$ cat src/rtl/commit_unit.sv
// In-order retirement stage: drains one ROB head entry per cycle, writes the
// architectural register file, counts instret and sequences trap + flush.
module commit_unit #(
    parameter int unsigned DATA_WIDTH     = 32,
    parameter int unsigned PC_WIDTH       = 32,
    parameter int unsigned REG_ADDR_WIDTH = 5,
    parameter int unsigned INSTRET_WIDTH  = 64
) (
    input  logic                      clk_i,
    input  logic                      rst_ni,
    input  logic                      ext_flush_i,
    input  logic                      commit_valid_i,
    output logic                      commit_ready_o,
    input  logic [PC_WIDTH-1:0]       commit_pc_i,
    input  logic [REG_ADDR_WIDTH-1:0] commit_rd_addr_i,
    input  logic [DATA_WIDTH-1:0]     commit_result_i,
    input  logic                      commit_exception_valid_i,
    input  logic [31:0]               commit_exception_cause_i,
    output logic                      rf_wr_en_o,
    output logic [REG_ADDR_WIDTH-1:0] rf_wr_addr_o,
    output logic [DATA_WIDTH-1:0]     rf_wr_data_o,
    output logic                      trap_valid_o,
    input  logic                      trap_ready_i,
    output logic [PC_WIDTH-1:0]       trap_pc_o,
    output logic [31:0]               trap_cause_o,
    output logic                      flush_o,
    output logic [INSTRET_WIDTH-1:0]  instret_o
);

    typedef enum logic [1:0] {
        ST_RUN,
        ST_TRAP_REQ,
        ST_FLUSH
    } state_t;

    state_t                      r_state;
    logic                        r_rf_wr_en;
    logic [REG_ADDR_WIDTH-1:0]   r_rf_wr_addr;
    logic [DATA_WIDTH-1:0]       r_rf_wr_data;
    logic                        r_trap_valid;
    logic [PC_WIDTH-1:0]         r_trap_pc;
    logic [31:0]                 r_trap_cause;
    logic                        r_flush;
    logic [INSTRET_WIDTH-1:0]    r_instret;
    logic                        w_fire;

    // Ready is combinational so the ROB can see an external flush stall immediately.
    assign commit_ready_o = (r_state == ST_RUN) && !ext_flush_i;
    assign w_fire         = commit_valid_i && commit_ready_o;

    always_ff @(posedge clk_i) begin
        if (!rst_ni) begin
            r_state      <= ST_RUN;
            r_rf_wr_en   <= 1'b0;
            r_rf_wr_addr <= '0;
            r_rf_wr_data <= '0;
            r_trap_valid <= 1'b0;
            r_trap_pc    <= '0;
            r_trap_cause <= '0;
            r_flush      <= 1'b0;
            r_instret    <= '0;
        end else begin
            r_rf_wr_en <= 1'b0;
            r_flush    <= 1'b0;
            case (r_state)
                ST_RUN: begin
                    if (w_fire) begin
                        if (commit_exception_valid_i) begin
                            r_trap_pc    <= commit_pc_i;
                            r_trap_cause <= commit_exception_cause_i;
                            r_trap_valid <= 1'b1;
                            r_state      <= ST_TRAP_REQ;
                        end else begin
                            r_instret <= r_instret + INSTRET_WIDTH'(1);
                            if (commit_rd_addr_i != '0) begin
                                r_rf_wr_en   <= 1'b1;
                                r_rf_wr_addr <= commit_rd_addr_i;
                                r_rf_wr_data <= commit_result_i;
                            end
                        end
                    end
                end
                ST_TRAP_REQ: begin
                    // Trap payload stays frozen until the trap unit takes it.
                    if (trap_ready_i) begin
                        r_trap_valid <= 1'b0;
                        r_flush      <= 1'b1;
                        r_state      <= ST_FLUSH;
                    end
                end
                ST_FLUSH: begin
                    r_state <= ST_RUN;
                end
                default: begin
                    r_state <= ST_RUN;
                end
            endcase
        end
    end

    assign rf_wr_en_o   = r_rf_wr_en;
    assign rf_wr_addr_o = r_rf_wr_addr;
    assign rf_wr_data_o = r_rf_wr_data;
    assign trap_valid_o = r_trap_valid;
    assign trap_pc_o    = r_trap_pc;
    assign trap_cause_o = r_trap_cause;
    assign flush_o      = r_flush;
    assign instret_o    = r_instret;

endmodule

$ cat config.mk
export PLATFORM = sky130hd
export DESIGN_NAME = commit_unit
export DESIGN_NICKNAME = d
export VERILOG_FILES = /design/src/rtl/commit_unit.sv
export SDC_FILE = /design/constraint.sdc
export NUM_CORES = 1
export LEC_CHECK = 0
export ABC_CLOCK_PERIOD_IN_PS = 3450
export CORE_ASPECT_RATIO = 1.1
export CORE_UTILIZATION = 44
export CTS_BUF_LIST = sky130_fd_sc_hd__clkbuf_4 sky130_fd_sc_hd__clkbuf_8
export CTS_CLUSTER_DIAMETER = 60
export DETAILED_ROUTE_END_ITERATION = 12
export HOLD_SLACK_MARGIN = 0.12
export MAX_ROUTING_LAYER = met4
export PLACE_DENSITY = 0.88
export SLEW_MARGIN = 20
export SYNTH_ARGS = -nofsm -noshare
export SYNTH_HDL_FRONTEND = slang
export SYNTH_SLANG_ARGS = --single-unit
$ cat constraint.sdc
create_clock -name clk_i -period 3.45 [get_ports clk_i]
set_input_delay 0.8625 -clock clk_i [delete_from_list [all_inputs] [get_ports clk_i]]
set_output_delay 0.8625 -clock clk_i [all_outputs]
set_load 0.02 [all_outputs]
==> results.ini, run 1 <==
[status]
outcome = complete, no violations

[critical_path]
reg2reg_slack_ns = 0.85
cp.arrival_ns = 2.32
worstPathRequired_ns = 2.59
cp_top_family = buffers and inverters
r2r-end = instret_o[58]
reg2reg_depth = 5
slowest_stage = clkdlybuf4s50_1
worst_path_largest_cell_delay_ns = 0.69
cp-startpoint = ext_flush_i
worst_r2r_startpoint = r_state[0]
crit_path_start_kind = primary input
endpoint_kind = output port
critPathKind = primary input to output port
cp_cell_sequence = clkdlybuf4s50_1 -> nor3_1 -> clkdlybuf4s50_1
path_max_fanout = 3
cpMostUsedCell = clkdlybuf4s50_1
path_buf_inv = 2

[power_and_ir_drop]
peakVddDrop_mv = 0.306
power_uw = 4020
power_density_mw_per_mm2 = 392
leakagePower_uw = 0.00338

[timing]
maxSlewViolCount = 0
tightest_slew_ns = 0.563
setup_slack_ns = 0.265
finalSetupViolations = 0
rsz0062_at_grt = no
finClkSkew_ns = 0.0133
fin_crit_sh_pct = 92.3
max_freq_mhz = 314
tns_ns = 0
hold_violations = 0
relSlewSlack_pct = 62.1
finalCriticalPeriod_ns = 3.19

[detailed_routing]
drc = 0
totalWireLength_mm = 21.1
vias_per_cell = 5.39
drt_iter0_markers = 461
dr.pass1.iters = 5
ant_nets = 0
wl_per_cell_um = 16.0
via_count = 7089

[synth]
ys_ff_latch = 170
synth_cells = 837
ys_async_sr_fraction_pct = 0
ys_warn_count = 0
synth-main-ff-cell = dfxtp_1
synth_edf_count = 0
seq_area_frac_synth_pct = 50.5
syn_area_mm2 = 0.00674
ys_types = 39
synth.avg_cell_area_um2 = 8.05
synth_nets = 945

[min_path]
hold_path.class = flip-flop to flip-flop
hold_path_depth = 2
hold_start = trap_valid_o
whs_endpoint = trap_valid_o

[cts]
cts_tree = done
ctsRootBufferMaster = clkbuf_8
post_cts_resized = 0
htreeDepth = 4
ctsHoldBuffers = 0
cts_buffers = 17
cts_sinks = 170
post_cts_buffers = 0
clk_pin_slew_ns = 0.08
clock_path_buffers = 2
clock_latency_ns = 0.46

[die]
dieWidth_um = 120
fp.dieH_um = 132
rows = 47
start_util_pct = 44.9
core_area_mm2 = 0.0150
io_pins = 276
die-area_mm2 = 0.0158

[final_layout]
nets = 1216
antenna_cells = 0
fillerInstances = 1177
areaGrowthSynthToFinish_pct = 52.4
layout-drive-gt1-share_pct = 6.16

[global_routing]
grt_usage_pct = 27.8
grt_first_pass_wirelength_mm = 33.6
grt_pass1_vias = 6718
antenna_found_initial = 0
grt-ovfl-total = 0
grt_max_degree = 48

[placed_design]
gp_congestion = 0.857
dpl_worst_slack_ns = -0.0941
port-buffer-count = 275
hpwlAfterDp_mm = 15.4

[flow_run]
drv_cap = 0

## synthesized netlist by cell type (all sizes together) (6+ instances only)
cell type / number / share of area (%)
nand3: 28 / 2.1
nor3: 7 / 0.52
nor4: 15 / 1.6
clkbuf: 38 / 2.1
nand2: 226 / 13
and4: 8 / 1.0
inv: 9 / 0.50
nor2: 43 / 2.4
or3: 21 / 1.9
xor2: 12 / 1.6
xnor2: 16 / 2.1
buf: 10 / 0.78
or4: 14 / 1.7
a21oi: 131 / 9.7
dfxtp: 170 / 51
o21ai: 23 / 1.7
o31ai: 9 / 1.0
and3: 6 / 0.56
nand4: 20 / 1.9
## logic make-up (layout without fill, tap and decap cells)
logic type / after synthesis / count (layout) / share of synthesized area, %
fa+ha+maj: 1 / 1 / 0.186
compound gates: 174 / 174 / 13.8
simple gates: 407 / 407 / 28.5
flops: 170 / 170 / 50.5
buf+inv: 57 / 340 / 3.40
xor+xnor: 28 / 28 / 3.64
## worst max-delay path by stage
stage / depth (start not counted) / endpoint / slack, ns
final: 3 / commit_ready_o / 0.26
after floorplan: 7 / instret_o[56] / 0.25
after CTS: 3 / commit_ready_o / 0.29
after global placement: 6 / instret_o[56] / -0.04
after global routing: 3 / commit_ready_o / 0.20
after detailed placement: 6 / instret_o[58] / -0.09
## worst reg2reg max path: cells and delay by family, from the launching register on
kind,cells,cell delay [ns]
AND/OR/NAND/NOR,4,2.05
flip-flops,1,0.34
AO/OA/AOI/OAI,1,0.15
## flip-flops by register name, indices dropped and copies added, names as in the netlist
name	count
r_state	2
trap_valid_o	1
trap_cause_o	32
rf_wr_addr_o	5
flush_o	1
trap_pc_o	32
instret_o	64
rf_wr_data_o	32
rf_wr_en_o	1
## per-layer routing
| layer | GRT usage (%) | part of all wire (%) | routed length [um] |
|---|---|---|---|
| met4 | 8.61 | 1.8 | 387 |
| met5 | - | 0 | 0 |
| met3 | 7.83 | 8.5 | 1790 |
| met1 | 32.5 | 40 | 8480 |
| met2 | 46.0 | 50 | 10500 |
## metrics by stage
stage               utilization [%]  area, um^2  hold WS (ns)  cells
floorplan                         -        6740         0.533    837
global route                   68.5       10300         0.473   1316
global placement               65.3        9790         0.440   1284
detailed placement             65.3        9790         0.446   1284
CTS                            68.3       10200         0.457   1315
finish                         68.5       10300         0.455   1316
## cell usage in the layout, fill, tap and decap left out, types with 21 or more instances in the layout
master / n
o21ai_0: 22
nand3_1: 27
nor2_1: 43
or3_1: 21
nand2_1: 226
dfxtp_1: 170
a21oi_1: 131
clkdlybuf4s50_1: 275
## power by group
part / internal [uW] / total [uW] / switching [uW]
registers: 2000 / 2020 / 22.1
logic: 220 / 415 / 195
clock network: 855 / 1580 / 726
## final cells by class
class | instances | area [um^2] | share of cell area (%)
multi-input combinational | 610 | 3120 | 30.4
clock inverter | 10 | 165 | 1.61
tap | 196 | 245 | 2.39
sequential | 170 | 3400 | 33.2
timing repair buffer | 300 | 3010 | 29.3
inverter | 9 | 36.3 | 0.353
clock buffer | 21 | 283 | 2.75
Note: power is estimated with default switching activity, not from simulation.
==> run 2: changes to the inputs <==
Settings changed: GPL_TIMING_DRIVEN set to 0.
==> run 2 against run 1 <==
Net effect:
- non-clock buffer count up 23
- count of clock-buffer cells in the layout is 1 higher
- die area unchanged
- worst hold slack about the same
- register-to-register slack got worse by 0.23 ns
- clock power shrank 15%
- final cell count up 1.8%
- via count increased by 1.5%
- sequential power hardly changed
- fmax fell by 5.1%
- clock skew fell by 0.0024 ns
- critical path depth increased by 5
- critical path type is now primary input to flip-flop
==> results.ini, run 2 (same netlist as run 1, synthesis figures left out) <==
[detailed_routing]
vias_per_cell = 5.37  ; was 5.39
drc = 0  ; unchanged
drt_iter0_markers = 562  ; was 461
ant_nets = 0  ; unchanged
wl_per_cell_um = 16.1  ; was 16.0 um
totalWireLength_mm = 21.5  ; was 21.1 mm
via_count = 7195  ; was 7089
dr.pass1.iters = 8  ; was 5

[global_routing]
grt_first_pass_wirelength_mm = 34.0  ; was 33.6 mm
grt_pass1_vias = 6680  ; was 6718
grt_max_degree = 17  ; was 48
grt-ovfl-total = 0  ; unchanged
grt_usage_pct = 28.4  ; was 27.8%
antenna_found_initial = 0  ; unchanged

[timing]
setup_slack_ns = 0.0941  ; was 0.265 ns
finalSetupViolations = 0  ; unchanged
max_freq_mhz = 298  ; was 314 MHz
maxSlewViolCount = 0  ; unchanged
finalCriticalPeriod_ns = 3.36  ; was 3.19 ns
finClkSkew_ns = 0.0109  ; was 0.0133 ns
hold_violations = 0  ; unchanged
tightest_slew_ns = 0.829  ; was 0.563 ns
tns_ns = 0  ; unchanged
rsz0062_at_grt = no  ; unchanged
relSlewSlack_pct = 44.7  ; was 62.1%
fin_crit_sh_pct = 97.3  ; was 92.3%

[cts]
post_cts_buffers = 0  ; unchanged
clock_path_buffers = 2  ; unchanged
clock_latency_ns = 0.46  ; about the same
ctsHoldBuffers = 0  ; unchanged
cts_buffers = 17  ; unchanged
cts_tree = done  ; unchanged
clk_pin_slew_ns = 0.08  ; about the same
cts_sinks = 170  ; unchanged
htreeDepth = 4  ; unchanged
ctsRootBufferMaster = clkbuf_8  ; unchanged

[critical_path]
r2r-end = instret_o[56]  ; was instret_o[58]
reg2reg_depth = 7  ; was 5
reg2reg_slack_ns = 0.62  ; was 0.85 ns
cp_top_family = simple AND/OR/NAND/NOR gates  ; was buffers and inverters
cp-startpoint = commit_valid_i  ; was ext_flush_i
endpoint = instret_o[56]  ; was commit_ready_o
worstPathRequired_ns = 3.84  ; was 2.59 ns
endpoint_kind = flip-flop  ; was output port
slowest_stage = or4_4  ; was clkdlybuf4s50_1
cp_cell_sequence = clkdlybuf4s50_1 -> or4b_4 -> buf_6 -> or4_4 -> buf_6 -> or4_4 -> or3_1 -> a21oi_1  ; was clkdlybuf4s50_1 -> nor3_1 -> clkdlybuf4s50_1
crit_path_start_kind = primary input  ; unchanged
cp.arrival_ns = 3.74  ; was 2.32 ns
worst_path_largest_cell_delay_ns = 0.55  ; was 0.69 ns
critPathKind = primary input to flip-flop  ; was primary input to output port
path_buf_inv = 3  ; was 2
worst_r2r_startpoint = r_state[0]  ; unchanged
path_max_fanout = 10  ; was 3
path_depth = 8  ; was 3

[placed_design]
port-buffer-count = 275  ; unchanged
dpl_worst_slack_ns = -0.687  ; was -0.0941 ns
gp_congestion = 0.886  ; was 0.857
placedCellCount = 1308  ; was 1284
hpwlAfterDp_mm = 16.1  ; was 15.4 mm

[flow_run]
drv_cap = 0  ; unchanged

[final_layout]
nets = 1239  ; was 1216
largest_register_ffs = 64  ; unchanged
antenna_cells = 0  ; unchanged
final_cell_mix = 275 x clkdlybuf4s50_1, 226 x nand2_1, 170 x dfxtp_1, 131 x a21oi_1, 42 x nor2_1  ; was 275 x clkdlybuf4s50_1, 226 x nand2_1, 170 x dfxtp_1, 131 x a21oi_1, 43 x nor2_1
areaGrowthSynthToFinish_pct = 50.2  ; was 52.4%
final_cells = 1340  ; was 1316
fillerInstances = 1217  ; was 1177
layout-drive-gt1-share_pct = 4.02  ; was 6.16%
layout_commonest_cell = clkdlybuf4s50_1  ; unchanged

[die]
die-area_mm2 = 0.0158  ; unchanged
core_area_mm2 = 0.0150  ; unchanged
start_util_pct = 44.9  ; unchanged
rows = 47  ; unchanged
dieWidth_um = 120  ; unchanged
io_pins = 276  ; unchanged
fp.dieH_um = 132  ; unchanged

[power_and_ir_drop]
power_density_mw_per_mm2 = 373  ; was 392 mW/mm^2
leakagePower_uw = 0.00327  ; was 0.00338 uW
peakVddDrop_mv = 0.363  ; was 0.306 mV

[min_path]
hold_path.class = flip-flop to flip-flop  ; unchanged

[status]
outcome = complete, no violations  ; unchanged

run 2: final cells by class:
cell class                      count  area, um^2  share of cell area [%]
Sequential cell                   170        3400                    33.6
Multi-Input combinational cell    610        3110                    30.8
Timing Repair Buffer              275        2750                    27.2
Clock buffer                       22         278                    2.75
Tap cell                          196         245                    2.42
Buffer                             48         196                    1.94
Clock inverter                     10        95.1                   0.940
Inverter                            9        33.8                   0.334
run 2: worst min path at each step:
stage	to	start	cells past startpoint	slack (ns)
after floorplan	trap_valid_o	trap_valid_o	2	0.53
after global placement	trap_pc_o[18]	trap_pc_o[18]	2	0.44
after detailed placement	rf_wr_data_o[18]	rf_wr_data_o[18]	2	0.45
after CTS	rf_wr_data_o[18]	rf_wr_data_o[18]	2	0.46
after global routing	trap_cause_o[19]	trap_cause_o[19]	2	0.47
final	trap_valid_o	trap_valid_o	2	0.45
run 2: what timing repair did:
item / in CTS / in global routing
resized for setup: 1 / 3
setup endpoints to repair: 10 / 24
pin swaps: 0 / 2
run 2: per-layer routing:
metal	share of wire, %	up-vias	global-route usage [%]
li1	-	3481	-
met1	39	3325	32.5
met2	49	320	45.8
met3	8.2	69	7.70
met4	4.0	0	13.0
met5	0	-	-
run 2: stage by stage:
stage | cell area, um^2 | power [uW] | utilization (%) | hold WS, ns
6_report | 10100 | 3770 | 67.5 | 0.455
4_1_cts | 10100 | 3810 | 67.4 | 0.457
3_3_place_gp | 9740 | 2470 | 64.9 | 0.441
3_5_place_dp | 9740 | 2480 | 64.9 | 0.445
2_1_floorplan | 6740 | 2220 | - | 0.533
5_1_grt | 10100 | 3930 | 67.5 | 0.472
run 2: report_power, final:
part           internal [uW]  switching (uW)  total, uW  leakage (uW)
sequential              2000            21.8       2020       0.00138
combinational            210             200        411       0.00170
clock                    623             718       1340      0.000191
total                   2840             939       3770       0.00327
run 2: worst register-to-register path: stages (launching register included):
cell	delay, ns
dfxtp_1	0.33
or4b_4	0.53
buf_6	0.16
or4_4	0.53
buf_6	0.16
or4_4	0.55
or3_1	0.37
a21oi_1	0.15
==> run 3: changes to the inputs <==
Settings changed: CAP_MARGIN set to 20, CORE_UTILIZATION 44 to 40, PLACE_DENSITY 0.88 to 0.81.
==> run 3 against run 2 <==
Net effect:
- total power increased by 2.4%
- sequential power about the same
- core utilization decreased by 5.7 points
- highest routed layer unchanged
==> results.ini, run 3 (same netlist as run 1, synthesis figures left out) <==
[final_layout]
fin_area_mm2 = 0.0102  ; was 0.0101 mm^2
regArea_mm2 = 0.00340  ; unchanged
layout_commonest_cell = clkdlybuf4s50_1  ; unchanged
fillerInstances = 1440  ; was 1217
nets = 1239  ; unchanged
final_cell_mix = 275 x clkdlybuf4s50_1, 226 x nand2_1, 170 x dfxtp_1, 131 x a21oi_1, 42 x nor2_1  ; unchanged
multiInputGateArea_mm2 = 0.00311  ; unchanged
layout-drive-gt1-share_pct = 3.93  ; was 4.02%
fin_util_pct = 61.8  ; was 67.5%
antenna_cells = 0  ; unchanged
areaGrowthSynthToFinish_pct = 50.8  ; was 50.2%
largest_register_ffs = 64  ; unchanged

[critical_path]
endpoint_kind = flip-flop  ; unchanged
critPathKind = primary input to flip-flop  ; unchanged
path_max_fanout = 10  ; unchanged
crit_path_start_kind = primary input  ; unchanged
slowest_stage = or4_4  ; unchanged
cp_cell_sequence = clkdlybuf4s50_1 -> or4b_4 -> buf_6 -> or4_4 -> buf_6 -> or4_4 -> or3_1 -> a21oi_1  ; unchanged
worst_path_largest_cell_delay_ns = 0.56  ; was 0.55 ns
cp.arrival_ns = 3.73  ; was 3.74 ns
worstPathRequired_ns = 3.83  ; was 3.84 ns

[global_routing]
use_met1_pct = 30.0  ; was 32.5%
grt_first_pass_wirelength_mm = 34.4  ; was 34.0 mm
grt_usage_pct = 26.0  ; was 28.4%
met3_usage_pct = 6.93  ; was 7.70%
grt_max_degree = 17  ; unchanged
grt_pass1_vias = 6630  ; was 6680
grt-ovfl-total = 0  ; unchanged
antenna_found_initial = 0  ; unchanged
gr-usage-met2_pct = 42.3  ; was 45.8%
top_usage_layer = met2  ; unchanged

[timing]
fin_crit_sh_pct = 97.1  ; was 97.3%
tightest_slew_ns = 0.792  ; was 0.829 ns
relSlewSlack_pct = 47.2  ; was 44.7%
finClkSkew_ns = 0.0168  ; was 0.0109 ns
maxSlewViolCount = 0  ; unchanged
finalCriticalPeriod_ns = 3.35  ; was 3.36 ns
hold_violations = 0  ; unchanged
max_freq_mhz = 298  ; about the same
finalSetupViolations = 0  ; unchanged
tns_ns = 0  ; unchanged
rsz0062_at_grt = no  ; unchanged

[placed_design]
gp_congestion = 0.867  ; was 0.886
hpwlAfterDp_mm = 16.6  ; was 16.1 mm
place_area_mm2 = 0.00975  ; was 0.00974 mm^2
port-buffer-count = 275  ; unchanged

[cts]
cts_sinks = 170  ; unchanged
cts_tree = done  ; unchanged
cts_buffers = 17  ; unchanged
htreeDepth = 4  ; unchanged
clk_pin_slew_ns = 0.10  ; was 0.08 ns
ctsHoldBuffers = 0  ; unchanged
clock_latency_ns = 0.45  ; was 0.46 ns
ctsRootBufferMaster = clkbuf_8  ; unchanged
post_cts_buffers = 0  ; unchanged
clock_path_buffers = 2  ; unchanged

[detailed_routing]
dr.pass1.iters = 5  ; was 8
drt_iter0_markers = 496  ; was 562
via_count = 7171  ; was 7195
vias_per_cell = 5.32  ; was 5.37
drc = 0  ; unchanged
wl_per_cell_um = 16.4  ; was 16.1 um
totalWireLength_mm = 22.1  ; was 21.5 mm
ant_nets = 0  ; unchanged

[die]
start_util_pct = 41.0  ; was 44.9%
core_area_mm2 = 0.0164  ; was 0.0150 mm^2
fp.dieH_um = 138  ; was 132 um
dieWidth_um = 126  ; was 120 um
io_pins = 276  ; unchanged
rows = 49  ; was 47
die-area_mm2 = 0.0174  ; was 0.0158 mm^2

[flow_run]
drv_cap = 0  ; unchanged

[status]
outcome = complete, no violations  ; unchanged

[min_path]
hold_path.class = flip-flop to flip-flop  ; unchanged

[power_and_ir_drop]
power_density_mw_per_mm2 = 381  ; was 373 mW/mm^2
peakVddDrop_mv = 0.274  ; was 0.363 mV
power_uw = 3870  ; was 3770 uW
leakagePower_uw = 0.00327  ; about the same

run 3: final cells by class:
type | instances | area share, %
buffer | 48 | 1.92
clock inverter | 8 | 0.838
timing repair buffer | 275 | 27.1
clock buffer | 24 | 3.13
tap | 204 | 2.51
sequential | 170 | 33.5
inverter | 9 | 0.333
multi-input combinational | 610 | 30.7
run 3: critical path: cells and delay by family:
kind / cells / cell delay [ns]
simple gates: 4 / 1.88
compound gates: 1 / 0.18
buf+inv: 3 / 0.80
run 3: layer usage:
metal / vias to the layer above / share of wire (%)
li1: 3475 / -
met5: - / 0
met1: 3359 / 41
met2: 289 / 48
met3: 48 / 7.8
met4: 0 / 3.5
run 3: report_power, final:
part           internal [uW]  total, uW  leakage, uW  switching (uW)
logic                    210        411      0.00170             201
clock network            689       1430     0.000203             742
registers               2000       2020      0.00138            22.3
total                   2900       3870      0.00327             965
run 3: path summary, 6_finish.rpt:
kind                        from            end  slack, ns  depth (start not counted)
setup / recovery  commit_valid_i  instret_o[40]        0.1                          8
hold reg to reg    trap_pc_o[26]  trap_pc_o[26]       0.46                          2
setup reg to reg      r_state[0]  instret_o[40]       0.61                          7
hold / removal     trap_pc_o[26]  trap_pc_o[26]       0.46                          2
run 3: per-stage QoR:
step | std cells | hold slack [ns] | setup slack [ns]
detailed placement | 1316 | 0.446 | -0.588
finish | 1348 | 0.457 | 0.0984
CTS | 1348 | 0.458 | 0.0510
floorplan | 837 | 0.533 | 0.254
global placement | 1316 | 0.440 | -0.580
global route | 1348 | 0.475 | 0.0152
run 3: what timing repair did:
item | in CTS | in global routing
resized for setup | 1 | 1
endpoints found under the setup margin | 10 | 7
pin swaps | 0 | 1
